--- config.mk ---
export PLATFORM = sky130hd
export DESIGN_NAME = seg_scan_ctrl_flat
export DESIGN_NICKNAME = d
export VERILOG_FILES = /design/src/rtl/disp_pkg.sv /design/src/rtl/seg_scan_ctrl_if.sv /design/src/rtl/seg_phase_counter.sv /design/src/rtl/seg_scan_ctrl.sv /design/src/flat_wrapper.sv
export SDC_FILE = /design/constraint.sdc
export NUM_CORES = 1
export LEC_CHECK = 0
export CORE_ASPECT_RATIO = 1.75
export CORE_MARGIN = 2
export CORE_UTILIZATION = 45
export DETAILED_ROUTE_END_ITERATION = 7
export PLACE_DENSITY = 0.63
export SYNTH_ARGS = -nofsm -noshare
export SYNTH_HDL_FRONTEND = slang
export SYNTH_SLANG_ARGS = --single-unit
--- constraint.sdc ---
create_clock -name clk -period 2.8 [get_ports clk]
set_input_delay 0.28 -clock clk [delete_from_list [all_inputs] [get_ports clk]]
set_output_delay 0.28 -clock clk [all_outputs]
set_load 0.01 [all_outputs]
--- src/rtl/disp_pkg.sv ---
// Shared types and constants for the display scan controller.
// No logic, no latency, no flow control.
package disp_pkg;

    localparam int         NUM_DIGITS = 4;
    localparam logic [3:0] ANODE_OFF  = 4'b1111;

    typedef enum logic {
        BLANK = 1'b0,
        ON    = 1'b1
    } state_t;

    typedef logic [1:0] digit_t;

    // Nibble of a 16-bit display value for one digit; digit 0 is [3:0].
    function automatic logic [3:0] nibble(input logic [15:0] value, input digit_t d);
        return value[{d, 2'b00} +: 4];
    endfunction

endpackage

--- src/rtl/seg_scan_ctrl_if.sv ---
// Core-side value/load inputs and display-side anode/nibble/dp outputs.
// Plain wires; the controller registers everything it drives.
interface seg_scan_ctrl_if;

    logic                                enable;
    logic [15:0]                         data_in;
    logic [disp_pkg::NUM_DIGITS-1:0]     dp_in;
    logic                                load;
    logic [disp_pkg::NUM_DIGITS-1:0]     anode;
    logic [3:0]                          hex_out;
    logic                                dp_out;
    logic                                frame_done;

    modport master (
        output enable, data_in, dp_in, load,
        input  anode, hex_out, dp_out, frame_done
    );

    modport slave (
        input  enable, data_in, dp_in, load,
        output anode, hex_out, dp_out, frame_done
    );

endinterface

--- src/rtl/seg_phase_counter.sv ---
// Phase counter: counts 0..limit, pulses tc on the last count, then wraps.
// Latency: tc is combinational from the count; no backpressure.
module seg_phase_counter #(
    parameter int CNT_W = 20
) (
    input  logic             clk,
    input  logic             reset,
    input  logic             clr,
    input  logic [CNT_W-1:0] limit,
    output logic             tc
);

    logic [CNT_W-1:0] cnt;

    assign tc = (cnt == limit);

    always_ff @(posedge clk) begin
        if (reset || clr || tc) begin
            cnt <= '0;
        end else begin
            cnt <= cnt + CNT_W'(1);
        end
    end

endmodule

--- src/rtl/seg_scan_ctrl.sv ---
// 4-digit 7-seg scan controller with dead-time blanking; optional LEADING_ZERO_BLANK_EN.
// Latency: a load shows from the next frame boundary; outputs are registered-state decodes.
// Backpressure: none; load is always accepted, the last load before a boundary wins.
module seg_scan_ctrl
    import disp_pkg::*;
#(
    parameter int ON_CYCLES   = 50000,
    parameter int DEAD_CYCLES = 500,
    parameter int CNT_W       = 20
) (
    input  logic            clk,
    input  logic            reset,
    seg_scan_ctrl_if.slave  bus
);

    state_t      state, state_nxt;
    digit_t      digit, digit_nxt;
    logic [15:0] shadow, shadow_nxt, pending;
    logic [3:0]  dp_shadow, dp_shadow_nxt, dp_pend;
    logic        pend_flag;
    logic        en_q;
    logic [3:0]  hex_q, hex_nxt;
    logic        frame_q;
    logic        tc;
    logic        boundary, restart, apply, lit;
    logic [3:0]  anode_c;
    logic        dp_c;
    logic [CNT_W-1:0] limit;

    assign limit = (state == BLANK) ? CNT_W'(DEAD_CYCLES - 1) : CNT_W'(ON_CYCLES - 1);

    seg_phase_counter #(.CNT_W(CNT_W)) u_phase (
        .clk   (clk),
        .reset (reset),
        .clr   (~bus.enable),
        .limit (limit),
        .tc    (tc)
    );

    assign boundary = bus.enable && (state == ON) && tc && (digit == 2'd3);
    assign restart  = bus.enable && !en_q;
    assign apply    = boundary || restart;

`ifdef LEADING_ZERO_BLANK_EN
    assign lit = (digit == 2'd0) || dp_shadow[digit] || ((shadow >> {digit, 2'b00}) != 16'h0);
`else
    assign lit = 1'b1;
`endif

    always_comb begin
        state_nxt     = state;
        digit_nxt     = digit;
        shadow_nxt    = shadow;
        dp_shadow_nxt = dp_shadow;
        hex_nxt       = hex_q;
        anode_c       = ANODE_OFF;
        dp_c          = 1'b1;

        // A load on the apply edge bypasses pending so it is not lost.
        if (apply && bus.load) begin
            shadow_nxt    = bus.data_in;
            dp_shadow_nxt = bus.dp_in;
        end else if (apply && pend_flag) begin
            shadow_nxt    = pending;
            dp_shadow_nxt = dp_pend;
        end

        if (!bus.enable) begin
            state_nxt = BLANK;
            digit_nxt = '0;
        end else if (tc) begin
            if (state == BLANK) begin
                state_nxt = ON;
            end else begin
                state_nxt = BLANK;
                digit_nxt = digit_t'(digit + 2'd1);
            end
        end

        if (!bus.enable || restart) begin
            hex_nxt = nibble(shadow_nxt, 2'd0);
        end else if (state == ON && tc) begin
            hex_nxt = nibble(shadow_nxt, digit_t'(digit + 2'd1));
        end

        if (state == ON && lit) begin
            anode_c = ~(4'b0001 << digit);
            dp_c    = ~dp_shadow[digit];
        end
    end

    always_ff @(posedge clk) begin
        if (reset) begin
            state     <= BLANK;
            digit     <= '0;
            shadow    <= '0;
            dp_shadow <= '0;
            pending   <= '0;
            dp_pend   <= '0;
            pend_flag <= 1'b0;
            en_q      <= 1'b0;
            hex_q     <= '0;
            frame_q   <= 1'b0;
        end else begin
            state     <= state_nxt;
            digit     <= digit_nxt;
            shadow    <= shadow_nxt;
            dp_shadow <= dp_shadow_nxt;
            en_q      <= bus.enable;
            hex_q     <= hex_nxt;
            frame_q   <= boundary;
            if (bus.load) begin
                pending <= bus.data_in;
                dp_pend <= bus.dp_in;
            end
            if (apply) begin
                pend_flag <= 1'b0;
            end else if (bus.load) begin
                pend_flag <= 1'b1;
            end
        end
    end

    assign bus.anode      = anode_c;
    assign bus.dp_out     = dp_c;
    assign bus.hex_out    = hex_q;
    assign bus.frame_done = frame_q;

endmodule

--- src/flat_wrapper.sv ---
// flat-port wrapper written by rule: the top's interface ports become plain ports
module seg_scan_ctrl_flat import disp_pkg::*;
#(
    parameter int ON_CYCLES   = 50000,
    parameter int DEAD_CYCLES = 500,
    parameter int CNT_W       = 20
)
  (clk, reset, bus_enable, bus_data_in, bus_dp_in, bus_load, bus_anode, bus_hex_out, bus_dp_out, bus_frame_done);
  seg_scan_ctrl_if bus_i ();
  input  logic clk;
  input  logic reset;
  input wire logic [$bits(bus_i.enable)-1:0] bus_enable;
  input wire logic [$bits(bus_i.data_in)-1:0] bus_data_in;
  input wire logic [$bits(bus_i.dp_in)-1:0] bus_dp_in;
  input wire logic [$bits(bus_i.load)-1:0] bus_load;
  output wire logic [$bits(bus_i.anode)-1:0] bus_anode;
  output wire logic [$bits(bus_i.hex_out)-1:0] bus_hex_out;
  output wire logic [$bits(bus_i.dp_out)-1:0] bus_dp_out;
  output wire logic [$bits(bus_i.frame_done)-1:0] bus_frame_done;
  assign bus_i.enable = bus_enable;
  assign bus_i.data_in = bus_data_in;
  assign bus_i.dp_in = bus_dp_in;
  assign bus_i.load = bus_load;
  assign bus_anode = bus_i.anode;
  assign bus_hex_out = bus_i.hex_out;
  assign bus_dp_out = bus_i.dp_out;
  assign bus_frame_done = bus_i.frame_done;
  seg_scan_ctrl #(.ON_CYCLES(ON_CYCLES), .DEAD_CYCLES(DEAD_CYCLES), .CNT_W(CNT_W)) u_core (.clk(clk), .reset(reset), .bus(bus_i));
endmodule
==> After elaboration in Yosys (flattened, before gate mapping) <==
Index checks and enable logic that the tools add are counted.
{ "classes": {"n_bitwise": 3, "reduce_logical": 18, "n_lt_le_gt_ge": 1, "n_mux": 12, "n_addsub": 2, "eq_ne": 2, "shift": 2} }
{ "op_table": {"columns": ["cell", "n"], "rows": [
  ["16-bit 2-to-1 mux", 3],
  ["20-bit by 1-bit adder with 20-bit output, second input constant", 1],
  ["20-bit equality test", 1],
  ["4-bit 2-to-1 mux", 5],
  ["16-bit by 5-bit indexed part select with 4-bit output", 1],
  ["1-bit logical AND", 7],
  ["1-bit logical OR", 4],
  ["4-bit NOT", 1],
  ["2-bit nonzero test", 2],
  ["2-bit OR reduction", 2],
  ["1-bit by 2-bit left shift with 4-bit output, first input constant", 1],
  ["2-bit by 3-bit less-than comparator with 1-bit output, second input constant", 1],
  ["1-bit 2-to-1 mux", 3],
  ["2-bit by 1-bit adder with 2-bit output, second input constant", 1],
  ["1-bit binary-select mux with 2-bit select", 1],
  ["2-bit equality test, second input constant", 1],
  ["1-bit zero test", 2],
  ["1-bit NOT", 2],
  ["2-bit AND reduction", 1]
]} }
{ "totals": {"wordCells": 51, "in_bits": 24, "register_bits": 70, "output_inout_bits": 10} }

==> Logic depth before layout (Yosys ltp) <==
Gate-level depths: netlist (run 1).
{ "depth": {"word_depth": 11, "depth_mapped": 10, "depth_no_buf": 7} }

==> By module <==
A second synthesis (run 1) with hierarchy kept.
{ "unflattened": {"cells_unflattened": 441, "area_unflattened_um2": 3751.1} }
{ "modules_own_cells": {"columns": ["mod", "n_inst", "seq_area_each_um2", "area_each_um2", "cells_each"], "rows": [
  ["seg_scan_ctrl", 1, 1001.0, 2601.2, 311],
  ["seg_phase_counter", 1, 400.4, 1149.9, 130]
]} }

==> Worst setup path after synthesis (run 1) <==
OpenSTA, ideal clock, no wires.
{ "synth_timing": {"path_type": "reg2reg", "from": "register u_core.state", "to": "register u_core.hex_q[0] (netlist: u_core.bus.hex_out[0])", "required_time_ns": 2.714, "period_less_slack_ns": 2.347, "path_slack_ns": 0.453, "n_path_buf": 2, "path_stages_with_launch": 10, "t_arrival_ns": 2.261, "setup_time_ns": 0.086, "cell_sequence": "dfxtp_1 > buf_6 > nor4b_4 > a22oi_2 > nor4_4 > buf_4 > nor3_1 > a211o_1 > o211a_1 > a221oi_2"} }
{ "synth_between": {"elab_chain_cells": 11, "elab_cells_between_ends": 15, "classes_between": "1 x eq/ne; 1 x shift; 5 x mux; 8 x reduce/logical"} }
{ "synth_rtl": {"columns": ["item", "line", "rtl"], "rows": [
  ["from (decl)", "seg_scan_ctrl.sv:16", "state_t state, state_nxt;"],
  ["from (signal assigned)", "seg_scan_ctrl.sv:105", "state <= state_nxt;"],
  ["16-bit 2-to-1 mux", "seg_scan_ctrl.sv:30", "assign limit = (state == BLANK) ? CNT_W'(DEAD_CYCLES - 1) : CNT_W'(ON_CYCLES - 1);"],
  ["20-bit equality test", "seg_phase_counter.sv:15", "assign tc = (cnt == limit);"],
  ["1-bit logical AND (2 in series)", "seg_scan_ctrl.sv:40", "assign boundary = bus.enable && (state == ON) && tc && (digit == 2'd3);"],
  ["1-bit logical OR", "seg_scan_ctrl.sv:42", "assign apply = boundary || restart;"],
  ["1-bit logical AND", "seg_scan_ctrl.sv:63", "end else if (apply && pend_flag) begin"],
  ["16-bit 2-to-1 mux", "seg_scan_ctrl.sv:63", null],
  ["16-bit 2-to-1 mux", "seg_scan_ctrl.sv:60", "if (apply && bus.load) begin"],
  ["16-bit by 5-bit indexed part select with 4-bit output", "disp_pkg.sv:17", "return value[{d, 2'b00} +: 4];"],
  ["4-bit 2-to-1 mux", "seg_scan_ctrl.sv:82", "end else if (state == ON && tc) begin"],
  ["4-bit 2-to-1 mux", "seg_scan_ctrl.sv:80", "if (!bus.enable || restart) begin"],
  ["to (signal assigned)", "seg_scan_ctrl.sv:110", "hex_q <= hex_nxt;"],
  ["to (decl)", "seg_scan_ctrl.sv:22", "logic [3:0] hex_q, hex_nxt;"]
]} }
Several ways; a longest one is shown, not always the timed one. The select of a mux whose other input is x is not followed.
A chain may end at the register's enable or synchronous reset.

==> Worst setup path in the final report (run 1) <==
{ "layout_timing": {"from": "register u_core.u_phase.cnt[6]", "to": "register u_core.hex_q[2] (netlist: u_core.bus.hex_out[2])"} }
{ "layout_between": {"elab_chain_cells": 10, "elab_cells_between_ends": 13, "classes_between": "1 x eq/ne; 1 x shift; 4 x mux; 7 x reduce/logical"} }
{ "layout_rtl": {"columns": ["item", "line", "rtl"], "rows": [
  ["from (decl)", "seg_phase_counter.sv:13", "logic [CNT_W-1:0] cnt;"],
  ["from (signal assigned)", "seg_phase_counter.sv:21", "cnt <= cnt + CNT_W'(1);"],
  ["20-bit equality test *", "seg_phase_counter.sv:15", null],
  ["1-bit logical AND (2 in series)", "seg_scan_ctrl.sv:40", null],
  ["1-bit logical OR", "seg_scan_ctrl.sv:42", null],
  ["1-bit logical AND", "seg_scan_ctrl.sv:63", null],
  ["16-bit 2-to-1 mux", "seg_scan_ctrl.sv:63", null],
  ["16-bit 2-to-1 mux", "seg_scan_ctrl.sv:60", null],
  ["16-bit by 5-bit indexed part select with 4-bit output", "disp_pkg.sv:17", null],
  ["4-bit 2-to-1 mux", "seg_scan_ctrl.sv:82", null],
  ["4-bit 2-to-1 mux", "seg_scan_ctrl.sv:80", null]
]} }
Every way passes the cells marked *; elsewhere a longest branch is shown, timed or not. The select of a mux whose other input is x is not followed.

==> key figures, run 1 <==
Run status
  – Run status: finished clean

Clock network
  – Clock-pin slew on the worst setup and hold paths: 0.05 ns
  – H-tree depth: 3
  – Later-pin clock latency in the skew report: 0.34 ns
  – Clk buf depth: 2
  – Postcts setup bufs: 0
  – CTS Buf Count: 9
  – CTS Sinks: 70
  – Clk root buf: clkbuf_16
  – CTS tree: built

Timing
  – Final Max Tran Viols: 0
  – Final Cycle Share: 92.6%
  – Peak Freq: 385 MHz
  – Tightest Pin Transition: 0.549 ns
  – Setup TNS Final: 0 ns
  – Min Tclk post-route: 2.59 ns
  – Final Hold Vio Count: 0
  – Final Setup Violations: 0
  – RSZ-0062 raised after global routing: false
  – Min Hold Slack: 0.473 ns
  – Final WS setup: 0.206 ns
  – Clock Skew: 0.00617 ns
  – Slew Limit Headroom: 63.3%

Yosys
  – Cell taking the most area after synthesis: dfxtp_1
  – Mapped Nets: 496
  – Post-synthesis register bit count: 70
  – Synth unique cells: 58
  – Most frequent cell after synthesis: nor2_1
  – Commonest cells post-synth: 89 x nor2_1, 70 x dfxtp_1, 50 x nand2_1
  – Synth Warn #: 0
  – Main synth FF type: dfxtp_1
  – Mapped cell area: 3710 um^2
  – Top cells by area, synth: dfxtp_1 38%, nor2_1 9.0%, nand2_1 5.1%, a21oi_1 5.0%, mux2i_1 4.0%
  – EDFF count, synth: 0
  – Sequential share of the synthesized area: 37.8%
  – Synth Instances: 467
  – Top cell type's share of synthesized area: 37.8%
  – Ys async rst share: 0%
  – Syn_area_per_cell: 7.94 um^2

Placement
  – Placer Congestion: 0.896
  – DP Wirelength: 7060 um
  – Dpl ws: 0.106 ns
  – PortBufs: 33
  – Cells after DPL: 585

Critical path
  – CP Class: reg -> reg
  – Crit path max fanout: 8
  – Reg-to-Reg End: u_core.bus.hex_out[2]
  – Reg-to-reg setup timing slack: 0.21 ns
  – CP Capture Type: register
  – Setup crit start kind: register
  – Reg2reg path depth: 8
  – Crit path cell chain: nor4b_1 > nand2_1 > or4_1 > buf_4 > a21oi_1 > a211o_1 > o2111ai_1 > a221oi_1
  – Critical path buffers and inverters: 1
  – Critical path data arrival time: 2.84 ns
  – Max stage delay cell, worst path: or4_1
  – Crit path required time: 3.04 ns
  – Worst R2R Start: u_core.u_phase.cnt[6]
  – WP depth: 8
  – CP peak stage delay: 0.65 ns
  – Top delay family on crit path: simple AND/OR/NAND/NOR gates

Global routing
  – Pin count of the biggest net entering global routing: 34
  – Vias in the first global route: 3358
  – First-pass GRT wire length: 16000 um
  – Gr ovfl total: 0
  – Global Route Usage Sum: 23.2%
  – Initial antenna violation count: 0

Detailed routing
  – DRT Pass-1 Iters: 5
  – DR vias/cell: 5.90
  – DRC violation total after the first TritonRoute iteration: 270
  – Final wirelength: 10000 um
  – DRC: 0
  – Wire length per cell: 16.7 um
  – Vias: 3547
  – Final antenna-violating net count: 0

Finish
  – Layout cells sized above 1: 11.7%
  – Nets: 535
  – Final non-filler cell total: 601
  – N_diodes: 0
  – # fillers: 733
  – Area grow syn2layout: 22.9%

Worst hold path
  – Hold Crit Start: u_core.pending[14]
  – HP Class: reg -> reg
  – Hold Path Cell Cnt: 2
  – Hold Path End: u_core.pending[14]

Power
  – Maximum vdd ir drop: 406 uV
  – Leak Pwr: 1.73 nW
  – Pwr/cell area: 574 nW/um^2

Floorplan
  – Core ar.: 7960 um^2
  – Die height: 124 um
  – Die area: 9010 um^2
  – Die X: 72.6 um
  – Top-Level Pins: 34
  – Initial core utilization: 46.6%
  – Rows: 43

Flow run
  – Max_cap viols: 0
## per-stage QoR
step | instance area, um^2 | util, % | total power [mW]
after floorplan | 3710 | - | 1.26
after global placement | 4220 | 53.0 | 1.36
after detailed placement | 4220 | 53.0 | 1.37
after CTS | 4560 | 57.3 | 2.64
after global routing | 4560 | 57.3 | 2.72
final | 4560 | 57.3 | 2.62
## state kept, by name, summed over array words and instances, names as in the netlist
signal                 count
u_core.shadow             16
u_core.bus.hex_out         4
u_core.u_phase.cnt        20
u_core.pending            16
u_core.digit               2
u_core.en_q                1
u_core.bus.frame_done      1
u_core.dp_pend             4
u_core.state               1
u_core.pend_flag           1
u_core.dp_shadow           4
## what timing repair did
action	4_1_cts	5_1_grt
setup endpoints to repair	0	1
resized for setup	0	1
hold buffers	0	0
## power breakdown
group / leakage, nW / internal (mW) / switching [mW]
registers: 0.573 / 1.04 / 0.0328
logic: 0.995 / 0.129 / 0.147
clock network: 0.166 / 0.851 / 0.418
## logic make-up after synthesis
group	share of synthesized area (%)
xor+xnor	4.25
mux	4.96
compound gates	19.5
simple gates	27.3
fa+ha+maj	1.69
flops	37.8
buf+inv	4.55
## worst min-delay path, cell delays in order (launching register included)
cell,delay (ns)
dfxtp_1,0.31
nand2_1,0.06
a21oi_1,0.05
## area by class of cell
type | count | area [um^2] | area share (%)
repair buffers | 59 | 533 | 11.7
inverters | 10 | 37.5 | 0.823
clock inverters | 3 | 65.1 | 1.43
well taps | 90 | 113 | 2.47
clock buffers | 13 | 270 | 5.93
flip-flops and latches | 70 | 1400 | 30.8
multi-input cells | 356 | 2140 | 46.9
## layout by cell type, fill, tap and decap left out, types with 4 or more instances in the layout
cell type,n
nand2_1,50
xor2_1,13
a31oi_1,6
mux2i_1,15
nand4_1,5
o211ai_1,7
clkdlybuf4s50_1,32
a21oi_1,37
or3_1,7
nand3_1,14
a211oi_1,5
o21ai_0,15
nor2_1,89
inv_1,8
ha_1,5
dfxtp_1,69
xnor2_1,5
nand2b_1,10
clkbuf_16,9
buf_4,25
nor2b_1,5
nor3_1,5
o22ai_1,8
o221a_2,4
## metal layers
layer	track usage, %	up-vias	part of all wire, %
li1	-	1732	-
met1	25.7	1674	41
met2	40.2	109	51
met3	4.61	32	3.8
met4	13.4	0	4.0
met5	0	-	0
## how the worst max path moves through the flow
stage	startpoint	endpoint	slack, ns
6_report	u_core.u_phase.cnt[6]	u_core.bus.hex_out[2]	0.21
5_1_grt	u_core.u_phase.cnt[6]	u_core.bus.hex_out[2]	0.02
4_1_cts	u_core.state	u_core.bus.hex_out[2]	0.16
3_5_place_dp	bus_enable	u_core.bus.hex_out[2]	0.11
3_3_place_gp	bus_enable	u_core.bus.hex_out[1]	0.20
2_1_floorplan	u_core.state	u_core.bus.hex_out[0]	0.45
Note: power is estimated with default switching activity, not from simulation.
==> run 2, diff against run 1 <==
Settings changed: ABC_AREA set to 1.
==> key figures, run 2 <==
Floorplan
  – Core ar.: 7280 um^2
  – Initial core utilization: 46.6%
  – Die height: 119 um
  – Die X: 69.7 um
  – Top-Level Pins: 34
  – Rows: 41
  – Die area: 8280 um^2

Timing
  – Min Hold Slack: 0.444 ns
  – Setup TNS Final: 0 ns
  – Tightest Pin Transition: 0.762 ns
  – Slew Limit Headroom: 49.1%
  – Peak Freq: 416 MHz
  – Final Max Tran Viols: 0
  – RSZ-0062 raised after global routing: false
  – Min Tclk post-route: 2.40 ns
  – Clock Skew: 0.00839 ns
  – Final Cycle Share: 85.8%
  – Final Setup Violations: 0
  – Final Hold Vio Count: 0

Clock network
  – Postcts setup bufs: 0
  – H-tree depth: 3
  – Clock-pin slew on the worst setup and hold paths: 0.05 ns
  – CTS Sinks: 70
  – # hold bufs at CTS: 0
  – CTS tree: built
  – Clk root buf: clkbuf_16
  – Resized cells post-CTS: 0
  – Later-pin clock latency in the skew report: 0.33 ns
  – CTS Buf Count: 9
  – Clk buf depth: 2

Yosys
  – Ys async rst share: 0%
  – Largest family of logic cells by synthesized area: simple AND/OR/NAND/NOR gates
  – Most frequent cell after synthesis: nand2_1
  – Mapped Nets: 513
  – Commonest cells post-synth: 95 x nand2_1, 70 x dfxtp_1, 66 x nand3_1
  – Xor and xnor area share after synthesis: 0.516%
  – Compound-Gate Fraction of Synth Area: 12.7%
  – EDFF count, synth: 0
  – Mapped cell area: 3390 um^2
  – Top cell type's share of synthesized area: 41.3%
  – Synth unique cells: 33
  – Main synth FF type: dfxtp_1
  – Simple-gate share of the synthesized area: 32.9%
  – Synth Warn #: 0
  – Sequential share of the synthesized area: 41.3%
  – Cell taking the most area after synthesis: dfxtp_1
  – Multiplexer share of the synthesized area: 0%
  – Post-Synth Adder-Cell Area: 1.84%
  – Top cells by area, synth: dfxtp_1 41%, nand2_1 11%, nand3_1 9.7%, inv_1 6.9%, nor2_1 6.2%
  – Syn_area_per_cell: 7.01 um^2
  – Synth Instances: 484
  – Post-synthesis register bit count: 70

Critical path
  – CP Capture Type: output pin
  – Critical path data arrival time: 2.12 ns
  – Setup crit start kind: register
  – Crit path required time: 2.52 ns
  – CP Class: reg -> out
  – Crit path max fanout: 14

Power
  – Register share of total power: 46.3%
  – Pwr/cell area: 570 nW/um^2
  – Switching Fraction: 23.9%
  – Leak Pwr: 1.70 nW
  – Cell internal pwr: 1.75 mW
  – Maximum vdd ir drop: 436 uV
  – Final Power: 2.30 mW
  – Clock power share: 43.8%
  – Switching power: 0.550 mW
  – Gate power share: 10.0%

Global routing
  – First-pass GRT wire length: 14400 um
  – Initial antenna violation count: 0
  – Global Route Usage Sum: 21.7%
  – Vias in the first global route: 3075
  – Pin count of the biggest net entering global routing: 47
  – Gr ovfl total: 0

Finish
  – Layout cells sized above 1: 7.93%
  – Most frequent cells in the layout: 95 x nand2_1, 70 x dfxtp_1, 66 x nand3_1
  – Area of the multi-input gates: 1630 um^2
  – Max FFs per register: 20
  – Area grow syn2layout: 18.8%
  – Regs by FF count: u_core.u_phase.cnt x20, u_core.pending x16, u_core.shadow x16
  – Nets: 543
  – Register area: 1400 um^2
  – Most common cell after layout, fill and taps aside: nand2_1
  – # fillers: 746
  – N_diodes: 0
  – Register with the most flip-flops: u_core.u_phase.cnt

Detailed routing
  – Wire length per cell: 13.8 um
  – DRC: 0
  – DRT Pass-1 Iters: 5
  – DRC violation total after the first TritonRoute iteration: 125
  – Final wirelength: 8310 um
  – Vias: 3076
  – DR vias/cell: 5.10
  – Final antenna-violating net count: 0

Placement
  – PortBufs: 33
  – Placer Congestion: 0.896
  – DP Wirelength: 5980 um

Flow run
  – Max_cap viols: 0

Worst hold path
  – HP Class: reg -> reg

Run status
  – Run status: finished clean
run 2: power by group through the flow:
stage / combinational [mW] / clock [mW] / sequential, mW
after floorplan: 0.152 / 0 / 1.08
after global placement: 0.226 / 0 / 1.08
after detailed placement: 0.228 / 0 / 1.08
after CTS: 0.230 / 1.03 / 1.06
after global routing: 0.261 / 1.06 / 1.07
final: 0.229 / 1.01 / 1.06
run 2: cell type report:
type / instances / area share, %
Inverter: 70 / 6.55
Clock inverter: 2 / 0.248
Multi-Input combinational cell: 324 / 40.3
Clock buffer: 12 / 6.11
Timing Repair Buffer: 39 / 9.31
Tap cell: 86 / 2.67
Sequential cell: 70 / 34.8
run 2: critical path: stages, from the launching register on:
cell	delay, ns
dfxtp_1	0.33
buf_4	0.21
inv_1	0.26
o21ai_0	0.28
o22ai_1	0.10
nand2_1	0.08
clkdlybuf4s50_1	0.53
run 2: per-stage QoR:
step           area, um^2  instances  setup WS [ns]  util (%)
6_report             4030        603          0.399      55.3
5_1_grt              4030        603          0.255      55.3
4_1_cts              4030        603          0.396      55.3
3_5_place_dp         3770        589          0.427      51.8
3_3_place_gp         3770        589          0.459      51.8
2_1_floorplan        3390        484          0.920         -
run 2: metal layers:
layer	global-route usage, %	part of all wire [%]	vias up
met5	0	0	-
met4	10.1	2.9	0
met3	4.31	2.3	14
met2	39.2	54	41
met1	24.0	40	1382
li1	-	-	1639
run 2: final timing paths:
check	startpoint	to	slack, ns	depth (start not counted)
setup reg to reg	u_core.u_phase.cnt[0]	u_core.bus.hex_out[3]	0.48	15
setup / recovery	u_core.digit[0]	bus_dp_out	0.40	6
hold reg to reg	u_core.u_phase.cnt[0]	u_core.u_phase.cnt[0]	0.44	1
hold / removal	u_core.u_phase.cnt[0]	u_core.u_phase.cnt[0]	0.44	1
run 2: cell families (layout without fill, tap and decap cells):
group           Yosys count  count (layout)
fa+ha+maj                 5               5
buf+inv                  90             123
simple gates            244             244
xor+xnor                  2               2
flops                    70              70
compound gates           73              73
